[src/rtl/qa_drv_fifo_to_host_if.sv]
// Host-side write channel of the FIFO-to-host driver: line write request/header,
// the arbiter grant and the write-response stream.
interface qa_drv_fifo_to_host_if #(
    parameter int CACHE_WIDTH = 512,
    parameter int ADDR_WIDTH  = 32,
    parameter int MDATA_WIDTH = 12
);
    logic                   write_request;
    logic                   read_request;
    logic [3:0]             write_req_type;
    logic [ADDR_WIDTH-1:0]  write_addr;
    logic [MDATA_WIDTH-1:0] write_mdata;
    logic [CACHE_WIDTH-1:0] write_data;
    logic                   writer_grant;
    logic                   rx1_wrvalid;
    logic [MDATA_WIDTH-1:0] rx1_mdata;

    modport master (
        output write_request, read_request, write_req_type, write_addr, write_mdata, write_data,
        input  writer_grant, rx1_wrvalid, rx1_mdata
    );

    modport slave (
        input  write_request, read_request, write_req_type, write_addr, write_mdata, write_data,
        output writer_grant, rx1_wrvalid, rx1_mdata
    );
endinterface

[src/rtl/qa_drv_fifo_to_host.sv]
// FPGA-to-host FIFO channel driver: packs UMF messages into cache lines and writes
// them into a host ring, publishing the newest line only once all writes are acknowledged.
module qa_drv_fifo_to_host #(
    parameter int              CACHE_WIDTH     = 512,
    parameter int              UMF_WIDTH       = 128,
    parameter int              MAX_OUTSTANDING = 8,
    parameter int              IDX_WIDTH       = 4,
    parameter int              ADDR_WIDTH      = 32,
    parameter int              MDATA_WIDTH     = 12,
    parameter logic [3:0]      REQ_WR_LINE     = 4'h2,
    parameter logic [11:0]     FIFO_WR_MDATA   = 12'h0A5
) (
    input  logic                  clk,
    input  logic                  resetb,
    qa_drv_fifo_to_host_if.master host,
    input  logic [UMF_WIDTH-1:0]  tx_data,
    input  logic [15:0]           tx_num_chunks,
    input  logic                  tx_enable,
    output logic                  tx_rdy,
    input  logic [ADDR_WIDTH-1:0] csr_afu_write_frame,
    input  logic [IDX_WIDTH-1:0]  oldest_write_line_idx,
    output logic [IDX_WIDTH-1:0]  newest_write_line_idx,
    output logic [1:0]            dbg_state,
    output logic [15:0]           dbg_num_writes
);
    localparam int CHUNKS = CACHE_WIDTH / UMF_WIDTH;
    localparam int CIDX_W = $clog2(CHUNKS);
    localparam int OUT_W  = $clog2(MAX_OUTSTANDING + 1);

    typedef enum logic [1:0] {
        ST_NEW_MESSAGE = 2'd0,
        ST_FILL        = 2'd1,
        ST_WRITE       = 2'd2
    } state_e;

    state_e                             state_q, state_d;
    logic [CHUNKS-1:0][UMF_WIDTH-1:0]   line_q, line_d;
    logic [15:0]                        remaining_q, remaining_d;
    logic [CIDX_W-1:0]                  chunk_idx_q, chunk_idx_d;
    logic [IDX_WIDTH-1:0]               next_idx_q, next_idx_d;
    logic [OUT_W-1:0]                   outstanding_q, outstanding_d;
    logic [IDX_WIDTH-1:0]               newest_q, newest_d;
    logic [15:0]                        dbg_writes_q, dbg_writes_d;

    logic                 ack_s;
    logic                 can_issue_s;
    logic                 write_req_s;
    logic                 grant_s;
    logic [IDX_WIDTH-1:0] idx_plus1_s;

    // Ring/credit gating, packing FSM and outstanding-write accounting.
    always_comb begin
        state_d       = state_q;
        line_d        = line_q;
        remaining_d   = remaining_q;
        chunk_idx_d   = chunk_idx_q;
        next_idx_d    = next_idx_q;
        outstanding_d = outstanding_q;
        newest_d      = newest_q;
        dbg_writes_d  = dbg_writes_q;

        ack_s       = host.rx1_wrvalid && (host.rx1_mdata == FIFO_WR_MDATA[MDATA_WIDTH-1:0]);
        idx_plus1_s = next_idx_q + {{(IDX_WIDTH-1){1'b0}}, 1'b1};
        // One ring slot stays empty so a full ring is distinguishable from an empty one.
        can_issue_s = (idx_plus1_s != oldest_write_line_idx) &&
                      (outstanding_q < OUT_W'(MAX_OUTSTANDING));
        write_req_s = (state_q == ST_WRITE) && can_issue_s;
        grant_s     = write_req_s && host.writer_grant;

        case (state_q)
            ST_NEW_MESSAGE: begin
                if (tx_enable) begin
                    line_d      = '0;
                    line_d[0]   = UMF_WIDTH'(tx_num_chunks);
                    line_d[1]   = tx_data;
                    remaining_d = tx_num_chunks - 16'd1;
                    chunk_idx_d = CIDX_W'(2);
                    if (tx_num_chunks == 16'd1) begin
                        state_d = ST_WRITE;
                    end else begin
                        state_d = ST_FILL;
                    end
                end else begin
                    state_d = ST_NEW_MESSAGE;
                end
            end
            ST_FILL: begin
                if (tx_enable) begin
                    line_d[chunk_idx_q] = tx_data;
                    remaining_d         = remaining_q - 16'd1;
                    chunk_idx_d         = chunk_idx_q + {{(CIDX_W-1){1'b0}}, 1'b1};
                    if ((remaining_q == 16'd1) || (chunk_idx_q == CIDX_W'(CHUNKS - 1))) begin
                        state_d = ST_WRITE;
                    end else begin
                        state_d = ST_FILL;
                    end
                end else begin
                    state_d = ST_FILL;
                end
            end
            ST_WRITE: begin
                if (grant_s) begin
                    line_d       = '0;
                    next_idx_d   = idx_plus1_s;
                    dbg_writes_d = dbg_writes_q + 16'd1;
                    chunk_idx_d  = '0;
                    if (remaining_q == 16'd0) begin
                        state_d = ST_NEW_MESSAGE;
                    end else begin
                        state_d = ST_FILL;
                    end
                end else begin
                    state_d = ST_WRITE;
                end
            end
            default: begin
                state_d = ST_NEW_MESSAGE;
            end
        endcase

        case ({grant_s, ack_s})
            2'b10:   outstanding_d = outstanding_q + {{(OUT_W-1){1'b0}}, 1'b1};
            2'b01:   outstanding_d = (outstanding_q == '0) ? outstanding_q
                                   : outstanding_q - {{(OUT_W-1){1'b0}}, 1'b1};
            default: outstanding_d = outstanding_q;
        endcase

        // Fence: the host only ever sees lines whose writes have all been acknowledged.
        if (outstanding_d == '0) begin
            newest_d = next_idx_q;
        end else begin
            newest_d = newest_q;
        end
    end

    // State register with synchronous active-low reset.
    always_ff @(posedge clk) begin
        if (!resetb) begin
            state_q       <= ST_NEW_MESSAGE;
            line_q        <= '0;
            remaining_q   <= 16'd0;
            chunk_idx_q   <= '0;
            next_idx_q    <= '0;
            outstanding_q <= '0;
            newest_q      <= '0;
            dbg_writes_q  <= 16'd0;
        end else begin
            state_q       <= state_d;
            line_q        <= line_d;
            remaining_q   <= remaining_d;
            chunk_idx_q   <= chunk_idx_d;
            next_idx_q    <= next_idx_d;
            outstanding_q <= outstanding_d;
            newest_q      <= newest_d;
            dbg_writes_q  <= dbg_writes_d;
        end
    end

    assign tx_rdy                = (state_q != ST_WRITE);
    assign host.write_request    = write_req_s;
    assign host.read_request     = 1'b0;
    assign host.write_req_type   = REQ_WR_LINE;
    assign host.write_addr       = csr_afu_write_frame + ADDR_WIDTH'(next_idx_q);
    assign host.write_mdata      = FIFO_WR_MDATA[MDATA_WIDTH-1:0];
    assign host.write_data       = line_q;
    assign newest_write_line_idx = newest_q;
    assign dbg_state             = state_q;
    assign dbg_num_writes        = dbg_writes_q;

    qa_drv_fifo_to_host_chk u_chk (
        .clk               (clk),
        .resetb            (resetb),
        .tx_enable         (tx_enable),
        .tx_rdy            (tx_rdy),
        .new_msg           (state_q == ST_NEW_MESSAGE),
        .tx_num_chunks     (tx_num_chunks),
        .writer_grant      (host.writer_grant),
        .write_request     (write_req_s),
        .ack               (ack_s),
        .outstanding_zero  (outstanding_q == '0)
    );
endmodule

// Protocol checker for the driver: illegal client pushes, spurious grants and responses.
module qa_drv_fifo_to_host_chk (
    input logic        clk,
    input logic        resetb,
    input logic        tx_enable,
    input logic        tx_rdy,
    input logic        new_msg,
    input logic [15:0] tx_num_chunks,
    input logic        writer_grant,
    input logic        write_request,
    input logic        ack,
    input logic        outstanding_zero
);
    a_tx_when_rdy: assert property (@(posedge clk) disable iff (!resetb) tx_enable |-> tx_rdy)
        else $fatal(1, "tx_enable while tx_rdy low");
    a_grant_req: assert property (@(posedge clk) disable iff (!resetb) writer_grant |-> write_request)
        else $fatal(1, "writer_grant without request");
    a_num_nonzero: assert property (@(posedge clk) disable iff (!resetb)
        (tx_enable && new_msg) |-> (tx_num_chunks != 16'd0))
        else $fatal(1, "tx_num_chunks zero at message start");
    a_ack_outstanding: assert property (@(posedge clk) disable iff (!resetb) ack |-> !outstanding_zero)
        else $fatal(1, "write response with nothing outstanding");
endmodule

[src/flat_wrapper.sv]
// flat-port wrapper written by rule: the top's interface ports become plain ports
module qa_drv_fifo_to_host_flat 
#(
    parameter int              CACHE_WIDTH     = 512,
    parameter int              UMF_WIDTH       = 128,
    parameter int              MAX_OUTSTANDING = 8,
    parameter int              IDX_WIDTH       = 4,
    parameter int              ADDR_WIDTH      = 32,
    parameter int              MDATA_WIDTH     = 12,
    parameter logic [3:0]      REQ_WR_LINE     = 4'h2,
    parameter logic [11:0]     FIFO_WR_MDATA   = 12'h0A5
)
  (clk, resetb, tx_data, tx_num_chunks, tx_enable, tx_rdy, csr_afu_write_frame, oldest_write_line_idx, newest_write_line_idx, dbg_state, dbg_num_writes, host_write_request, host_read_request, host_write_req_type, host_write_addr, host_write_mdata, host_write_data, host_writer_grant, host_rx1_wrvalid, host_rx1_mdata);
  qa_drv_fifo_to_host_if #(.CACHE_WIDTH(CACHE_WIDTH), .ADDR_WIDTH(ADDR_WIDTH), .MDATA_WIDTH(MDATA_WIDTH)) host_i ();
  input  logic clk;
  input  logic resetb;
  input  logic [UMF_WIDTH-1:0] tx_data;
  input  logic [15:0] tx_num_chunks;
  input  logic tx_enable;
  output logic tx_rdy;
  input  logic [ADDR_WIDTH-1:0] csr_afu_write_frame;
  input  logic [IDX_WIDTH-1:0] oldest_write_line_idx;
  output logic [IDX_WIDTH-1:0] newest_write_line_idx;
  output logic [1:0] dbg_state;
  output logic [15:0] dbg_num_writes;
  output wire logic [$bits(host_i.write_request)-1:0] host_write_request;
  output wire logic [$bits(host_i.read_request)-1:0] host_read_request;
  output wire logic [$bits(host_i.write_req_type)-1:0] host_write_req_type;
  output wire logic [$bits(host_i.write_addr)-1:0] host_write_addr;
  output wire logic [$bits(host_i.write_mdata)-1:0] host_write_mdata;
  output wire logic [$bits(host_i.write_data)-1:0] host_write_data;
  input wire logic [$bits(host_i.writer_grant)-1:0] host_writer_grant;
  input wire logic [$bits(host_i.rx1_wrvalid)-1:0] host_rx1_wrvalid;
  input wire logic [$bits(host_i.rx1_mdata)-1:0] host_rx1_mdata;
  assign host_write_request = host_i.write_request;
  assign host_read_request = host_i.read_request;
  assign host_write_req_type = host_i.write_req_type;
  assign host_write_addr = host_i.write_addr;
  assign host_write_mdata = host_i.write_mdata;
  assign host_write_data = host_i.write_data;
  assign host_i.writer_grant = host_writer_grant;
  assign host_i.rx1_wrvalid = host_rx1_wrvalid;
  assign host_i.rx1_mdata = host_rx1_mdata;
  qa_drv_fifo_to_host #(.CACHE_WIDTH(CACHE_WIDTH), .UMF_WIDTH(UMF_WIDTH), .MAX_OUTSTANDING(MAX_OUTSTANDING), .IDX_WIDTH(IDX_WIDTH), .ADDR_WIDTH(ADDR_WIDTH), .MDATA_WIDTH(MDATA_WIDTH), .REQ_WR_LINE(REQ_WR_LINE), .FIFO_WR_MDATA(FIFO_WR_MDATA)) u_core (.clk(clk), .resetb(resetb), .host(host_i), .tx_data(tx_data), .tx_num_chunks(tx_num_chunks), .tx_enable(tx_enable), .tx_rdy(tx_rdy), .csr_afu_write_frame(csr_afu_write_frame), .oldest_write_line_idx(oldest_write_line_idx), .newest_write_line_idx(newest_write_line_idx), .dbg_state(dbg_state), .dbg_num_writes(dbg_num_writes));
endmodule
[config.mk]
export PLATFORM = sky130hd
export DESIGN_NAME = qa_drv_fifo_to_host_flat
export DESIGN_NICKNAME = d
export VERILOG_FILES = /design/src/rtl/qa_drv_fifo_to_host_if.sv /design/src/rtl/qa_drv_fifo_to_host.sv /design/src/flat_wrapper.sv
export SDC_FILE = /design/constraint.sdc
export NUM_CORES = 2
export LEC_CHECK = 0
export ABC_AREA = 1
export BUFFER_PORTS_ARGS = -buffer_cell sky130_fd_sc_hd__buf_2
export CAP_MARGIN = 0
export CORE_AREA = 2 2 307 309
export CTS_CLUSTER_SIZE = 16
export DETAILED_ROUTE_END_ITERATION = 16
export DIE_AREA = 0 0 309 311
export GPL_TIMING_DRIVEN = 0
export PLACE_DENSITY_LB_ADDON = 0.12
export SYNTH_ARGS = -nofsm -noshare
export SYNTH_HDL_FRONTEND = slang
export SYNTH_SLANG_ARGS = --single-unit
[constraint.sdc]
create_clock -name clk -period 6.6 [get_ports clk]
set_input_delay 0.99 -clock clk [delete_from_list [all_inputs] [get_ports clk]]
set_output_delay 0.99 -clock clk [all_outputs]
set_load 0.01 [all_outputs]
# --- Word-level counts from Yosys, hierarchy flattened ---
# Index checks and enable logic that the tools add are counted.
totals:
  register_bits: 560
  inputBits: 197
  output_inout_bits: 585
  wordCells: 73
op_classes:
  addsub: 8
  order_cmp: 3
  eq_ne: 13
  muxes: 23
  reduce_logical: 15
ops:
  columns: ["op", "count"]
  rows:
  - ["$mux 512", 3]
  - ["$pmux 512 s3", 1]
  - ["$bwmux 512", 1]
  - ["$demux 128 s2", 1]
  - ["$mux 128", 1]
  - ["$add 32x4->32", 1]
  - ["$eq 16x1->1 const B", 2]
  - ["$mux 16", 2]
  - ["$pmux 16 s2", 1]
  - ["$sub 16x1->16 const B", 2]
  - ["$add 16x1->16 const B", 1]
  - ["$logic_not 16->1", 1]
  - ["$mux 2", 8]
  - ["$eq 12x8->1 const B", 1]
  - ["$pmux 2 s3", 2]
  - ["$add 4x1->4 const B", 2]
  - ["$logic_not 4->1", 2]
  - ["$pmux 4 s2", 1]
  - ["$eq 2x2->1 const B", 3]
  - ["$ne 2x2->1 const B", 3]
  - ["$logic_and 1x1->1", 5]
  - ["$eq 2x1->1 const B", 2]
  - ["$lt 4x4->1 const B", 1]
  - ["$mux 4", 1]
  - ["14 further kinds", 14]

# --- Depth between registers and ports, before layout ---
logic_depth:
  word_depth: 8
  depth_mapped: 20
  mapped_depth_nobuf: 19

# --- Worst setup path before layout ---
# OpenSTA, ideal clock, no wires.
synth_path:
  path_kind: "in2out"
  startpoint: "input port csr_afu_write_frame[0]"
  endpoint: "output port host_write_addr[26]"
  arrival_time_ps: 2841
  t_required_ps: 5610
  path_slack_ps: 2769
  cell_stages: 11
  n_path_buf: 0
  path_cell_list: "ha_1 inv_1 fa_1 nand3b_1 nand2_1 nand2_1 nor2_1 nand2_1 nor3_1 nand3_1 xor2_1"
synth_via:
  elab_chain_cells: 1
synth_lines:
  columns: ["element", "line_no", "text"]
  rows:
  - ["start: declaration", "flat_wrapper.sv:21", "input logic [ADDR_WIDTH-1:0] csr_afu_write_frame;"]
  - ["$add 32x4->32", "qa_drv_fifo_to_host.sv:163", "assign host.write_addr = csr_afu_write_frame + ADDR_WIDTH'(next_idx_q);"]
  - ["end: declaration", "flat_wrapper.sv:29", "output wire logic [$bits(host_i.write_addr)-1:0] host_write_addr;"]
# Every way passes these cells.

# --- Worst setup path in the final report ---
layout_path:
  startpoint: "register u_core.next_idx_q[0]"
  endpoint: "output port host_write_addr[30]"
layout_via:
  elab_chain_cells: 1
layout_lines:
  columns: ["element", "line_no", "text"]
  rows:
  - ["start: declaration", "qa_drv_fifo_to_host.sv:40", "logic [IDX_WIDTH-1:0] next_idx_q, next_idx_d;"]
  - ["start signal: assignment", "qa_drv_fifo_to_host.sv:152", "next_idx_q <= next_idx_d;"]
  - ["$add 32x4->32", "qa_drv_fifo_to_host.sv:163", null]
# Every way passes these cells.

==> run summary <==
Outcome: completed
Yosys top cell by area: dfxtp_1
Period utilization: 73.5%
# placed instances: 7093
Metal-1 WL: 69500 um
Cell variety after synth: 40
Area growth, synth to finish: 24.8%
Cell area after layout: 39400 um2
Tot GR Track Use: 34.2%
P per Cell Area: 271 nW/um2
Yosys top cell area share: 35.5%
Seq/Total Area, Yosys: 35.5%
DIE HEIGHT: 311 um
Most common cell in the netlist: nand2_1
Post-synth EDFFs: 0
Critical Path AT: 3860 ps
Reg2reg end: u_core.host.write_data[255]$_SDFFE_PN0P_
Drt pass-1 iters: 8
Post-DP Area: 37100 um2
Hold Fails Final Rpt: 0
Met3 routed WL: 15800 um
Max Clk Rate: 206 MHz
Initial DRC Count: 3881
Vias in the first global route: 34591
Mapped cell area: 31600 um2
CTS Sinks: 560
Worst min-delay path class: reg -> reg
Synth Warn #: 0
Die area: 96100 um2
Overflow after GRT: 0
Post-CTS Hold Buffers: 0
Worst-Margin Slew: 1430 ps
Total core area: 92800 um2
Clock Tree Root: clkbuf_16
Highest routing layer actually used: met5
Slack of the worst reg-to-reg path: 2310 ps
Clock Skews: 37.4 ps
Worst R2R Start: u_core.dbg_state[1]$_SDFF_PN0_
Share of cells above drive strength 1: 17.5%
Setup violations, final: 0
RSZ-0062 raised after global routing: no
Num rows: 112
Crit end category: output pin
Worst-Skew Late Latency: 660 ps
IO Count: 782
Hpwl dp: 130000 um
Critical Path Sink: host_write_addr[30]
Average size of a mapped cell: 6.25 um2
ANT nets after route: 0
Finished Layout Cells: 7224
Setup crit start kind: flip-flop
Max VDD drop: 0.000194 V
Synth top area cells: dfxtp_1, nand2_1, a21oi_1
PostCTS Resize Cnt: 0
CP Max Fanout: 7
Total CTS buffers: 71
Worst Setup SP: u_core.next_idx_q[0]$_SDFFE_PN0P_
DR WL met2: 77800 um
Max_slew headroom: 4.85%
DR DRC count: 0
First-pass GRT wire length: 243000 um
Internal: 6.79 mW
Via density: 5.34
Filler cells: 10283
Fin. max-slew vios: 0
Mapped Cells: 5060
WL per Instance: 23.8 um
Yosys reg bits: 560
Die width: 309 um
CTS H-tree lvls: 3
IO Port Bufs: 763
Combinational power share: 25.3%
Reg clk slew, reported paths: 50 ps
Setup CP Type: reg -> out
Sw power: 3.88 mW
Flop pwr share: 36.6%
Clock share of power: 38.0%
# Post-CTS Setup Buffers: 0
Ys async rst share: 0%
Top cells by count, synth: nand2_1, nor2_1, a21oi_1
Starting Density: 34.1%
RD Place Congestion: 0.951
Maximum number of pins on one net before global-route repair: 13
Power, Total: 10.7 mW
Routed WL: 172000 um
Sw Share: 36.4%
Req. time, crit path: 5610 ps
Nets: 6132
FF-to-FF path depth: 11
CTS Buffer Depth: 3
Total Negative Setup Slacks: 0 ps
CTS tree: yes
Leakage: 19.1 nW
Max-cap viol count: 0
Top_reg_cell synth: dfxtp_1
Via count: 38545
Clock period minus worst slack: 4850 ps
Initial antenna violation count: 9
==> per-stage QoR <==
stage | setup WS [ps] | util [%] | hold WS [ps]
2_1_floorplan | 2770 | - | 458
3_3_place_gp | 1940 | 39.9 | 475
3_5_place_dp | 1910 | 40.0 | 482
4_1_cts | 1740 | 42.5 | 491
5_1_grt | 1610 | 42.5 | 518
6_report | 1750 | 42.5 | 485
==> power groups by stage <==
stage	Sequential, mW	Clock (mW)	Combinational [mW]
6_report	3.91	4.06	2.71
5_1_grt	3.94	4.22	2.94
4_1_cts	3.90	4.08	2.67
3_5_place_dp	3.97	0	2.66
3_3_place_gp	3.96	0	2.64
2_1_floorplan	4.07	0	1.36
==> cell usage in the layout, fill, tap and decap left out, types with 10 or more instances in the layout <==
cell       Yosys  routed
nand2_1     1114    1114
buf_2        130     894
nor2_1       813     813
a21oi_1      637     637
dfxtp_1      560     560
inv_1        413     413
nand3_1      381     381
o21ai_0      284     284
o211ai_1     237     237
clkbuf_1     203     217
buf_1         77      76
clkbuf_16      0      72
xor2_1        38      38
nor3_1        29      29
buf_4         29      29
ha_1          22      22
conb_1         2      17
a22oi_1       16      16
clkbuf_8       0      16
nand4_1       12      12
xnor2_1       12      12
o21ai_1       12      12
clkinv_2       0      10
==> worst max-delay path, cell delays in order (launching register included) <==
cell	delay, ps
dfxtp_1	550
ha_1	260
inv_1	70
fa_1	400
nand3b_1	180
nand2_1	130
nand2_1	120
nor2_1	180
nand2_1	160
nor3_1	440
nand3_1	210
xor2_1	330
buf_2	200
==> logic make-up (layout without fill, tap and decap cells) <==
logic type | Yosys count | in the layout | share of synthesized area [%]
flip-flops | 560 | 560 | 35.5
AO/OA/AOI/OAI | 1199 | 1199 | 21.1
other | 2 | 21 | 0.0238
buffers and inverters | 859 | 1750 | 11.1
adder cells (fa/ha/maj) | 23 | 23 | 0.934
XOR/XNOR | 50 | 50 | 1.39
AND/OR/NAND/NOR | 2367 | 2367 | 30.1
==> flip-flops by register name, indices dropped and copies added (netlist names) <==
register	count
u_core.host.write_data	512
u_core.next_idx_q	4
u_core.remaining_q	16
u_core.newest_write_line_idx	4
u_core.outstanding_q	4
u_core.dbg_state	2
u_core.chunk_idx_q	2
u_core.dbg_num_writes	16
==> worst min path at each step <==
stage | cells after the start | endpoint | startpoint | slack, ps
after global placement | 2 | u_core.dbg_num_writes[14]$_SDFFE_PN0P_ | u_core.dbg_num_writes[14]$_SDFFE_PN0P_ | 470
after detailed placement | 2 | u_core.remaining_q[5]$_SDFFE_PN0P_ | u_core.remaining_q[5]$_SDFFE_PN0P_ | 480
after floorplan | 2 | u_core.remaining_q[9]$_SDFFE_PN0P_ | u_core.remaining_q[9]$_SDFFE_PN0P_ | 460
final | 2 | u_core.dbg_num_writes[14]$_SDFFE_PN0P_ | u_core.dbg_num_writes[14]$_SDFFE_PN0P_ | 490
after global routing | 2 | u_core.remaining_q[14]$_SDFFE_PN0P_ | u_core.remaining_q[14]$_SDFFE_PN0P_ | 520
after CTS | 2 | u_core.remaining_q[9]$_SDFFE_PN0P_ | u_core.remaining_q[9]$_SDFFE_PN0P_ | 490
==> final cells by class <==
class	count	area (um2)	share of cell area, %
Multi-Input combinational cell	3656	17000	43.0
Clock buffer	108	2100	5.32
Sequential cell	560	11200	28.4
Buffer	440	1940	4.92
Timing Repair Buffer	764	3840	9.73
Clock inverter	19	256	0.650
Tap cell	1254	1570	3.98
Inverter	419	1570	3.99
Antenna cell	4	10.0	0.0254
==> per-layer routing <==
| layer | up-vias | GRT usage [%] |
|---|---|---|
| met2 | 1834 | 54.7 |
| met3 | 360 | 8.47 |
| met4 | 6 | 16.9 |
| li1 | 18151 | - |
| met1 | 18194 | 42.6 |
| met5 | - | 0 |
Note: power is estimated with default switching activity, not from simulation.
